==> config.mk <==
export PLATFORM = sky130hd
export DESIGN_NAME = fpu_ret_collect_flat
export DESIGN_NICKNAME = d
export VERILOG_FILES = /design/src/rtl/fpu_ret_collect_pkg.sv /design/src/rtl/fpu_ret_collect_if.sv /design/src/rtl/fpu_ret_compact.sv /design/src/rtl/fpu_ret_collect.sv /design/src/flat_wrapper.sv
export SDC_FILE = /design/constraint.sdc
export NUM_CORES = 1
export LEC_CHECK = 0
export BUFFER_PORTS_ARGS = -buffer_cell sky130_fd_sc_hd__clkbuf_2
export CORE_MARGIN = 3
export CORE_UTILIZATION = 45
export DETAILED_ROUTE_END_ITERATION = 10
export HOLD_SLACK_MARGIN = 0.1
export PLACE_DENSITY_LB_ADDON = 0.1
export SLEW_MARGIN = 15
export SYNTH_ARGS = -nofsm -noshare
export SYNTH_HDL_FRONTEND = slang
export SYNTH_SLANG_ARGS = --single-unit
==> constraint.sdc <==
create_clock -name clk -period 9 [get_ports clk]
set_input_delay 0.9 -clock clk [delete_from_list [all_inputs] [get_ports clk]]
set_output_delay 0.9 -clock clk [all_outputs]
set_load 0.01 [all_outputs]
==> src/rtl/fpu_ret_collect_pkg.sv <==
// Shared FP completion definitions: exception flag positions, retire code
// width, unit identifiers and the queued entry layout.
package fpu_ret_collect_pkg;

    localparam int RET_W  = 14;
    localparam int FLAG_W = 5;

    localparam int FPFLAG_NV = 4;
    localparam int FPFLAG_DZ = 3;
    localparam int FPFLAG_OF = 2;
    localparam int FPFLAG_UF = 1;
    localparam int FPFLAG_NX = 0;

    localparam logic [1:0] UID_U1 = 2'd0;
    localparam logic [1:0] UID_U3 = 2'd1;
    localparam logic [1:0] UID_U5 = 2'd2;

    typedef struct packed {
        logic [1:0]       uid;
        logic [RET_W-1:0] ret;
    } ret_entry_t;

    function automatic logic [FLAG_W-1:0] ret_flags(input logic [RET_W-1:0] r);
        return {r[FPFLAG_NV], r[FPFLAG_DZ], r[FPFLAG_OF], r[FPFLAG_UF], r[FPFLAG_NX]};
    endfunction

endpackage

==> src/rtl/fpu_ret_collect_if.sv <==
// Completion bus between the FP SIMD units, the retire logic and the fpcsr;
// master drives retire codes and the drain handshake, slave is the collector.
interface fpu_ret_collect_if;
    import fpu_ret_collect_pkg::*;

    logic [RET_W-1:0]  u1_ret;
    logic              u1_ret_en;
    logic [RET_W-1:0]  u3_ret;
    logic              u3_ret_en;
    logic [RET_W-1:0]  u5_ret;
    logic              u5_ret_en;
    logic [15:0]       out_data;
    logic              out_valid;
    logic              out_ready;
    logic              flag_clr;
    logic [FLAG_W-1:0] flags;
    logic              stall;
    logic              ovf_err;

    modport master (
        output u1_ret, u1_ret_en, u3_ret, u3_ret_en, u5_ret, u5_ret_en,
        output out_ready, flag_clr,
        input  out_data, out_valid, flags, stall, ovf_err
    );

    modport slave (
        input  u1_ret, u1_ret_en, u3_ret, u3_ret_en, u5_ret, u5_ret_en,
        input  out_ready, flag_clr,
        output out_data, out_valid, flags, stall, ovf_err
    );

endinterface

==> src/rtl/fpu_ret_compact.sv <==
// Packs the enabled retire channels (u1, u3, u5 priority) into consecutive
// write slots, clipped to the room left in the queue this cycle.
module fpu_ret_compact
    import fpu_ret_collect_pkg::*;
(
    input  ret_entry_t [2:0] in_entry_i,
    input  logic [2:0]       in_en_i,
    input  logic [1:0]       room_i,
    output ret_entry_t [2:0] slot_data_o,
    output logic [2:0]       slot_we_o,
    output logic [2:0]       accept_o,
    output logic [1:0]       push_cnt_o,
    output logic             drop_o
);

    logic [1:0] idx;

    // Channels beyond the available room are dropped, so u5 loses first.
    always_comb begin
        slot_data_o = '0;
        slot_we_o   = '0;
        accept_o    = '0;
        drop_o      = 1'b0;
        idx         = 2'd0;
        for (int ch = 0; ch < 3; ch++) begin
            if (in_en_i[ch]) begin
                if (idx < room_i) begin
                    slot_data_o[idx] = in_entry_i[ch];
                    slot_we_o[idx]   = 1'b1;
                    accept_o[ch]     = 1'b1;
                    idx              = idx + 2'd1;
                end else begin
                    drop_o = 1'b1;
                end
            end
        end
        push_cnt_o = idx;
    end

endmodule

==> src/rtl/fpu_ret_collect.sv <==
// Completion collector: queues up to three retire codes per cycle, drains one
// per cycle show-ahead, and tracks sticky IEEE flags, overflow and issue stall.
module fpu_ret_collect
    import fpu_ret_collect_pkg::*;
#(
    parameter int DEPTH     = 16,
    parameter int STALL_THR = 12
) (
    input logic               clk,
    input logic               rst,
    fpu_ret_collect_if.slave  bus
);

    localparam int AW = $clog2(DEPTH);
    localparam int CW = AW + 1;

    ret_entry_t        mem [DEPTH];
    logic [AW-1:0]     wr_ptr_q, wr_ptr_d;
    logic [AW-1:0]     rd_ptr_q, rd_ptr_d;
    logic [CW-1:0]     count_q, count_d;
    logic [CW-1:0]     free_slots;
    logic [FLAG_W-1:0] flags_q, flags_d;
    logic              stall_q, stall_d;
    logic              ovf_q, ovf_d;

    ret_entry_t [2:0]  in_entry;
    ret_entry_t [2:0]  slot_data;
    logic [2:0]        in_en;
    logic [2:0]        slot_we;
    logic [2:0]        accept;
    logic [1:0]        room;
    logic [1:0]        push_cnt;
    logic              drop;
    logic              pop;

    assign in_entry[0] = ret_entry_t'{uid: UID_U1, ret: bus.u1_ret};
    assign in_entry[1] = ret_entry_t'{uid: UID_U3, ret: bus.u3_ret};
    assign in_entry[2] = ret_entry_t'{uid: UID_U5, ret: bus.u5_ret};
    assign in_en       = {bus.u5_ret_en, bus.u3_ret_en, bus.u1_ret_en};

    // A same-cycle pop frees its slot for this cycle's pushes.
    assign pop        = (count_q != '0) & bus.out_ready;
    assign free_slots = CW'(DEPTH) - count_q + {{(CW-1){1'b0}}, pop};
    assign room       = (free_slots >= CW'(3)) ? 2'd3 : free_slots[1:0];

    fpu_ret_compact u_compact (
        .in_entry_i  (in_entry),
        .in_en_i     (in_en),
        .room_i      (room),
        .slot_data_o (slot_data),
        .slot_we_o   (slot_we),
        .accept_o    (accept),
        .push_cnt_o  (push_cnt),
        .drop_o      (drop)
    );

    always_comb begin
        wr_ptr_d = wr_ptr_q + AW'(push_cnt);
        rd_ptr_d = rd_ptr_q + AW'(pop);
        count_d  = count_q + {{(CW-2){1'b0}}, push_cnt} - {{(CW-1){1'b0}}, pop};
        flags_d  = bus.flag_clr ? '0 : flags_q;
        for (int ch = 0; ch < 3; ch++) begin
            if (accept[ch]) begin
                flags_d = flags_d | ret_flags(in_entry[ch].ret);
            end
        end
        stall_d  = (CW'(DEPTH) - count_d) < CW'(STALL_THR);
        ovf_d    = ovf_q | drop;
    end

    always_ff @(posedge clk or negedge rst) begin
        if (!rst) begin
            wr_ptr_q <= '0;
            rd_ptr_q <= '0;
            count_q  <= '0;
            flags_q  <= '0;
            stall_q  <= 1'b0;
            ovf_q    <= 1'b0;
        end else begin
            wr_ptr_q <= wr_ptr_d;
            rd_ptr_q <= rd_ptr_d;
            count_q  <= count_d;
            flags_q  <= flags_d;
            stall_q  <= stall_d;
            ovf_q    <= ovf_d;
        end
    end

    // Storage needs no reset: count gates everything that reads it.
    always_ff @(posedge clk) begin
        for (int k = 0; k < 3; k++) begin
            if (slot_we[k]) begin
                mem[wr_ptr_q + AW'(k)] <= slot_data[k];
            end
        end
    end

    assign bus.out_valid = (count_q != '0);
    assign bus.out_data  = bus.out_valid ? mem[rd_ptr_q] : '0;
    assign bus.flags     = flags_q;
    assign bus.stall     = stall_q;
    assign bus.ovf_err   = ovf_q;

endmodule

==> src/flat_wrapper.sv <==
// flat-port wrapper written by rule: the top's interface ports become plain ports
module fpu_ret_collect_flat import fpu_ret_collect_pkg::*;
#(
    parameter int DEPTH     = 16,
    parameter int STALL_THR = 12
)
  (clk, rst, bus_u1_ret, bus_u1_ret_en, bus_u3_ret, bus_u3_ret_en, bus_u5_ret, bus_u5_ret_en, bus_out_ready, bus_flag_clr, bus_out_data, bus_out_valid, bus_flags, bus_stall, bus_ovf_err);
  fpu_ret_collect_if bus_i ();
  input logic clk;
  input logic rst;
  input wire logic [$bits(bus_i.u1_ret)-1:0] bus_u1_ret;
  input wire logic [$bits(bus_i.u1_ret_en)-1:0] bus_u1_ret_en;
  input wire logic [$bits(bus_i.u3_ret)-1:0] bus_u3_ret;
  input wire logic [$bits(bus_i.u3_ret_en)-1:0] bus_u3_ret_en;
  input wire logic [$bits(bus_i.u5_ret)-1:0] bus_u5_ret;
  input wire logic [$bits(bus_i.u5_ret_en)-1:0] bus_u5_ret_en;
  input wire logic [$bits(bus_i.out_ready)-1:0] bus_out_ready;
  input wire logic [$bits(bus_i.flag_clr)-1:0] bus_flag_clr;
  output wire logic [$bits(bus_i.out_data)-1:0] bus_out_data;
  output wire logic [$bits(bus_i.out_valid)-1:0] bus_out_valid;
  output wire logic [$bits(bus_i.flags)-1:0] bus_flags;
  output wire logic [$bits(bus_i.stall)-1:0] bus_stall;
  output wire logic [$bits(bus_i.ovf_err)-1:0] bus_ovf_err;
  assign bus_i.u1_ret = bus_u1_ret;
  assign bus_i.u1_ret_en = bus_u1_ret_en;
  assign bus_i.u3_ret = bus_u3_ret;
  assign bus_i.u3_ret_en = bus_u3_ret_en;
  assign bus_i.u5_ret = bus_u5_ret;
  assign bus_i.u5_ret_en = bus_u5_ret_en;
  assign bus_i.out_ready = bus_out_ready;
  assign bus_i.flag_clr = bus_flag_clr;
  assign bus_out_data = bus_i.out_data;
  assign bus_out_valid = bus_i.out_valid;
  assign bus_flags = bus_i.flags;
  assign bus_stall = bus_i.stall;
  assign bus_ovf_err = bus_i.ovf_err;
  fpu_ret_collect #(.DEPTH(DEPTH), .STALL_THR(STALL_THR)) u_core (.clk(clk), .rst(rst), .bus(bus_i));
endmodule
# == After elaboration in Yosys (flattened, before gate mapping) ==
# Memories as Yosys holds them, arrays and structs flattened.
# Index checks and enable logic that the tools add are counted.
# word_totals
register_bits,20
n_memories,1
ram_bits,256
out_inout_bits,24
# classes
n_mux,50
bitwise,7
add_sub_neg,11
reduce_logical,3
n_lt_le_gt_ge,9
# memory_table
name,depth,width,rd,rd_clocked_by_memory_dff,wr,line_no,rtl
u_core.mem,16,16,1,0,3,fpu_ret_collect.sv:17,ret_entry_t mem [DEPTH];
# op_table
cell,count
$mux W48,4
$bwmux W48,2
$demux W16 S2,2
$mux W16,3
$mux W14,2
$mux W1,22
$mux W5,4
$or A5 B5 Y5,3
$mux W3,4
$mux W2,5
$sub A5 B5 Y5 const A,2
$lt A2 B3 Y1 const B,2
$add A5 B1 Y5,1
$add A5 B2 Y5,1
$ge A5 B2 Y1 const B,1
$lt A5 B4 Y1 const B,1
$reduce_bool A5 Y1,1
$sub A5 B1 Y5,1
$add A2 B1 Y2 const B,2
$add A4 B1 Y4,1
$add A4 B1 Y4 const B,1
$add A4 B2 Y4,1
$add A4 B2 Y4 const B,1
$demux W1 S2,2
8 further kinds,11

# == Longest topological paths before layout ==
# depth
word_depth,20
depth_mapped,33
mapped_depth_nobuf,26

# == Hierarchy ==
# Synthesis repeated with hierarchy kept, for this count alone.
# unflattened
hier_cells,1591
area_unflattened_um2,17141.4
# by_module_without_submodules
module,cells_per_inst,n_inst,seq_area_each_um2,area_each_um2
fpu_ret_collect,1451,1,8187.9,16115.5
fpu_ret_compact,140,1,0.0,1026.0

# == Worst setup path before layout ==
# No wires, ideal clock.
# synth_timing
path_kind,reg2reg
startpoint,register u_core.count_q[2]
endpoint,"memory u_core.mem[3][0] (netlist bit), enable pin"
slack_ps,2723
arrival_ps,5863
stages_incl_launch_ff,24
setup_time_ps,414
period_less_slack_ps,6277
required_time_ps,8586
path_cell_list,dfrtp_1 inv_1 ha_1 nor4b_1 inv_1 clkbuf_1 nand2_1 ha_1 inv_1 ha_1 a31o_1 buf_2 a21o_1 inv_2 buf_2 buf_1 clkbuf_1 ha_1 and2_1 a41o_1 buf_4 nor2_4 o21ai_0 o31ai_1
# synth_lines
element,line_no,rtl
from (decl),fpu_ret_collect.sv:20,"logic [CW-1:0] count_q, count_d;"
from (signal assigned),fpu_ret_collect.sv:82,count_q <= count_d;
to (decl),fpu_ret_collect.sv:17,

==> reports/summary.md <==
At the later pin of the worst-skew pair, clock insertion delay measures 0.57 ns. The wire length after detailed routing is 92,900 um. Clock skew on the completed layout was measured at 0.0220 ns. The fraction of layout instances using a drive strength above 1 was 0.182. The met3 capacity usage during global routing came out at 0.168. The endpoint type of the worst setup path is a register. On the worst path, the slowest cell contributes a delay of 1.17 ns. 0 antenna diodes ended up in the layout. The clock slew seen by the registers of the worst setup and hold paths is 0.06 ns, and the number of buffers between clock root and the deepest sink is 3.

The endpoint identified for the worst register-to-register timing path is u_core.mem[3][1]. The number of instances in the synthesized netlist is 1,895. After clock tree synthesis, the setup repair step added 0 buffers.

Overall track demand over capacity in global routing: 0.407. The finished layout holds 2,380 standard cells, fillers aside. The worst-case setup margin in the final layout came out at 0.935 ns. Fill cells in the final layout number 3,739. The total count of max-transition violations in the final report was 0; the largest net degree at the start of global routing was 89.

The tools report the CTS sink count as 276. In this run, CTS created clock tree buffers numbering 35. Once detailed placement completed, the half-perimeter wirelength came to 56,800 um. The clock group share of total power was 0.170. The flow ran to the end, but the final reports show violations. The type of the worst setup path is register to register. For the global-route wire length before repair, the log shows 131,000 um. Counting flops with a built-in enable in the synthesized netlist gives 256.

From synthesis to final layout, the design area changed by 10.2%. The horizontal die dimension was 212 um; the count of port buffers added during placement was 72. The run gives 73 as the count of boundary I/O pins. The detail-routed net length per standard cell works out to 39.0 um. The first routing iteration left 4,072 violations.

The worst-case IR drop observed on VDD is 377 uV. Summed over all layers, the global routing overflow is 0. In this run, post-CTS repair resized a total of 0 instances. The number of optimization iterations in the first detailed-route pass was 11. Synthesis inferred 276 register bits. The core region area is 41,400 um^2. The clock tree synthesis step divided the H-tree into 2 levels.

Timing analysis after detailed placement gives a worst setup slack of 1.21 ns. The busiest metal layer after global routing was met2. The number of cells on the worst reg-to-reg path is 20.

Share of power burned in registers: 0.272. The worst hold path belongs to the class input pin to asynchronous set/reset pin. The starting density of the core was 0.463; the final sum of negative setup slack was 0 ns. The cell count after placement is 2,321. The switching portion of total power is 0.490. For the final setup violation count, the log shows 0.

Among the stages of the critical path, the cell type that occurs most often is sky130_fd_sc_hd__ha_1. The run gives 0 as the final hold violation count. Each instance of the synthesized netlist takes up on average 10.1 um^2.

Die extent in y: 212 um. In the layout the commonest cells are sky130_fd_sc_hd__edfxtp_1 (256), sky130_fd_sc_hd__nand2_1 (237), sky130_fd_sc_hd__o221ai_1 (130), sky130_fd_sc_hd__nand3_1 (87), sky130_fd_sc_hd__buf_4 (81). For the pin with the worst max-slew slack, the measured transition is 1.28 ns. In this run the power density over the cells is 389 nW/um^2. In this run the power spent charging and discharging nets is 0.00403 W.

The tools report the startpoint of the lowest-slack register-to-register path as u_core.count_q[2]. Overall die area: 45,100 um^2. The number of remaining DRC errors was 1; the biggest fanout along the worst timing path was 64.

STA puts the critical path data required time at 9.23 ns. The number of nets with antenna violations after detailed routing is 0. The final period utilization is 0.896. The number of synthesis warnings came out at 0. For this run, the leading register cell type out of synthesis is sky130_fd_sc_hd__edfxtp_1. The tools report the via count of the first global-routing pass as 18,276. The minimum clock period after layout was 8.06 ns.

The minimum setup slack among reg-to-reg paths was 0.94 ns; the mean number of vias per cell was 8.02. For the worst max-slew margin expressed relative to the limit, the log shows 0.147. Yosys mapped the design onto 71 distinct sky130hd cell types.

The library cell used most frequently in the layout, excluding fill and tap cells, is sky130_fd_sc_hd__edfxtp_1. Share of synthesized registers carrying an async set or reset: 0.0725. The number of buffers inserted by hold repair at cts was 0; the combinational share of power was 0.559. Walking the worst path, the cells encountered are inv_1 -> ha_1 -> nor4b_1 -> buf_4 -> inv_1 -> nand2_1 -> ha_1 -> inv_1 -> ha_1 -> nor3b_1 -> a31o_1 -> a21o_4 -> inv_4 -> ha_1 -> and2_1 -> a41oi_4 -> buf_4 -> nand4_1 -> nor2_1 -> a222oi_1. STA puts the critical path data arrival time at 8.29 ns. The total nets after synthesis was 1,961; the global placement routability congestion was 0.998. The routed layout has 19,094 vias. Summed over all cells, the static leakage comes to 6.49 nW.

The checks that failed: design-rule violations. The logs give 0.428 for the part of the Yosys area used for sequential elements and 74 for the row count. Setup repair after global routing left no endpoint under its margin. The mapped netlist covers 19,100 um^2. The global routing usage on met1 was 0.533. The worst setup path is launched from a register. The root buffer cell chosen for the clock tree is sky130_fd_sc_hd__clkbuf_16. For the initial antenna violation count, the log shows 3. The final layout contains 1,892 nets.

The met2 usage is 0.556. TritonCTS built the clock tree. The max-capacitance violation count is 0, and the top achievable clock speed is 0.124 GHz. For this design, the slowest cell found on the critical path is sky130_fd_sc_hd__nor2_1. The internal power contribution came out at 0.00418 W.
-- layout make-up --
cell class	count	area, um^2	share of cell area
clock inverters	15	133	0.00629
flip-flops and latches	276	8190	0.388
clock buffers	44	962	0.0456
repair buffers	154	988	0.0468
well taps	532	666	0.0315
inverters	21	81.3	0.00385
multi-input cells	1338	10100	0.478
-- flip-flops by register name, summed over array words and instances, names as in the netlist --
| name | count |
|---|---|
| u_core.bus.flags | 5 |
| u_core.bus.ovf_err | 1 |
| u_core.bus.stall | 1 |
| u_core.count_q | 5 |
| u_core.mem | 256 |
| u_core.rd_ptr_q | 4 |
| u_core.wr_ptr_q | 4 |
-- cell families after synthesis --
group | share of synthesized area
buffers and inverters | 0.0589
DFF | 0.428
and+or+nand+nor | 0.152
AOI/OAI and AO/OA | 0.253
adders and majority gates | 0.0119
muxes | 0.0903
xor gates and xnor gates | 0.00595
-- cell usage after synthesis, drive strengths merged (13+ instances only) --
cell     instances  area [um^2]
a21oi           75          387
a221o           68          681
a221oi          21          184
a222oi          16          160
a22oi           39          293
a2bb2oi         25          219
a31oi           35          231
a32o            20          200
a32oi           33          289
and2            55          344
buf             75          355
clkbuf         185          694
dfrtp           20          500
edfxtp         256         7690
ha              15          188
inv             21         78.8
mux2i           13          130
mux4            71         1600
nand2          240          908
nand2b          15         93.8
nand3           87          435
nor2            82          315
nor3            19          106
o21ai           77          389
o221ai         130         1140
o22ai           31          206
o31ai           27          203
or4             50          379
-- stage by stage --
stage	hold WS, ns	total power (W)	util	cell area (um^2)
finish	0.338	0.00821	0.510	21100
global route	0.379	0.00837	0.510	21100
CTS	0.341	0.00799	0.509	21100
detailed placement	0.476	0.00660	0.483	20000
global placement	0.473	0.00655	0.483	20000
floorplan	0.477	0.00473	-	19100
-- worst max-delay path, delay by kind of cell (launching register included) --
family | cells | cell delay (ns)
AO/OA/AOI/OAI | 4 | 1.52
adder cells (fa/ha/maj) | 4 | 1.13
buffers and inverters | 6 | 1.71
flip-flops | 1 | 0.42
AND/OR/NAND/NOR | 6 | 2.88
-- metal layers --
metal / vias up / share of wire
met4: 4 / 0.078
li1: 7531 / -
met3: 477 / 0.16
met2: 1851 / 0.40
met1: 9231 / 0.36
met5: - / 0.00050
-- power by group through the flow --
stage                     Combinational [W]  Sequential, W  Clock (W)
after global routing                0.00466        0.00226    0.00145
after global placement              0.00432        0.00223          0
after CTS                           0.00436        0.00222    0.00140
final                               0.00459        0.00223    0.00140
after floorplan                     0.00265        0.00208          0
after detailed placement            0.00435        0.00225          0
-- worst max-delay path by stage --
| stage | start | end | slack, ns | cells past startpoint |
|---|---|---|---|---|
| 6_report | u_core.count_q[2] | u_core.mem[3][1] | 0.94 | 20 |
| 5_1_grt | u_core.count_q[2] | u_core.mem[7][1] | 0.51 | 20 |
| 4_1_cts | u_core.count_q[2] | u_core.mem[7][1] | 1.20 | 20 |
| 3_5_place_dp | u_core.count_q[2] | u_core.mem[7][1] | 1.21 | 20 |
| 3_3_place_gp | u_core.count_q[2] | u_core.mem[7][1] | 1.42 | 20 |
| 2_1_floorplan | u_core.count_q[2] | u_core.mem[3][0] | 2.72 | 23 |
Note: power is estimated with default switching activity, not from simulation.
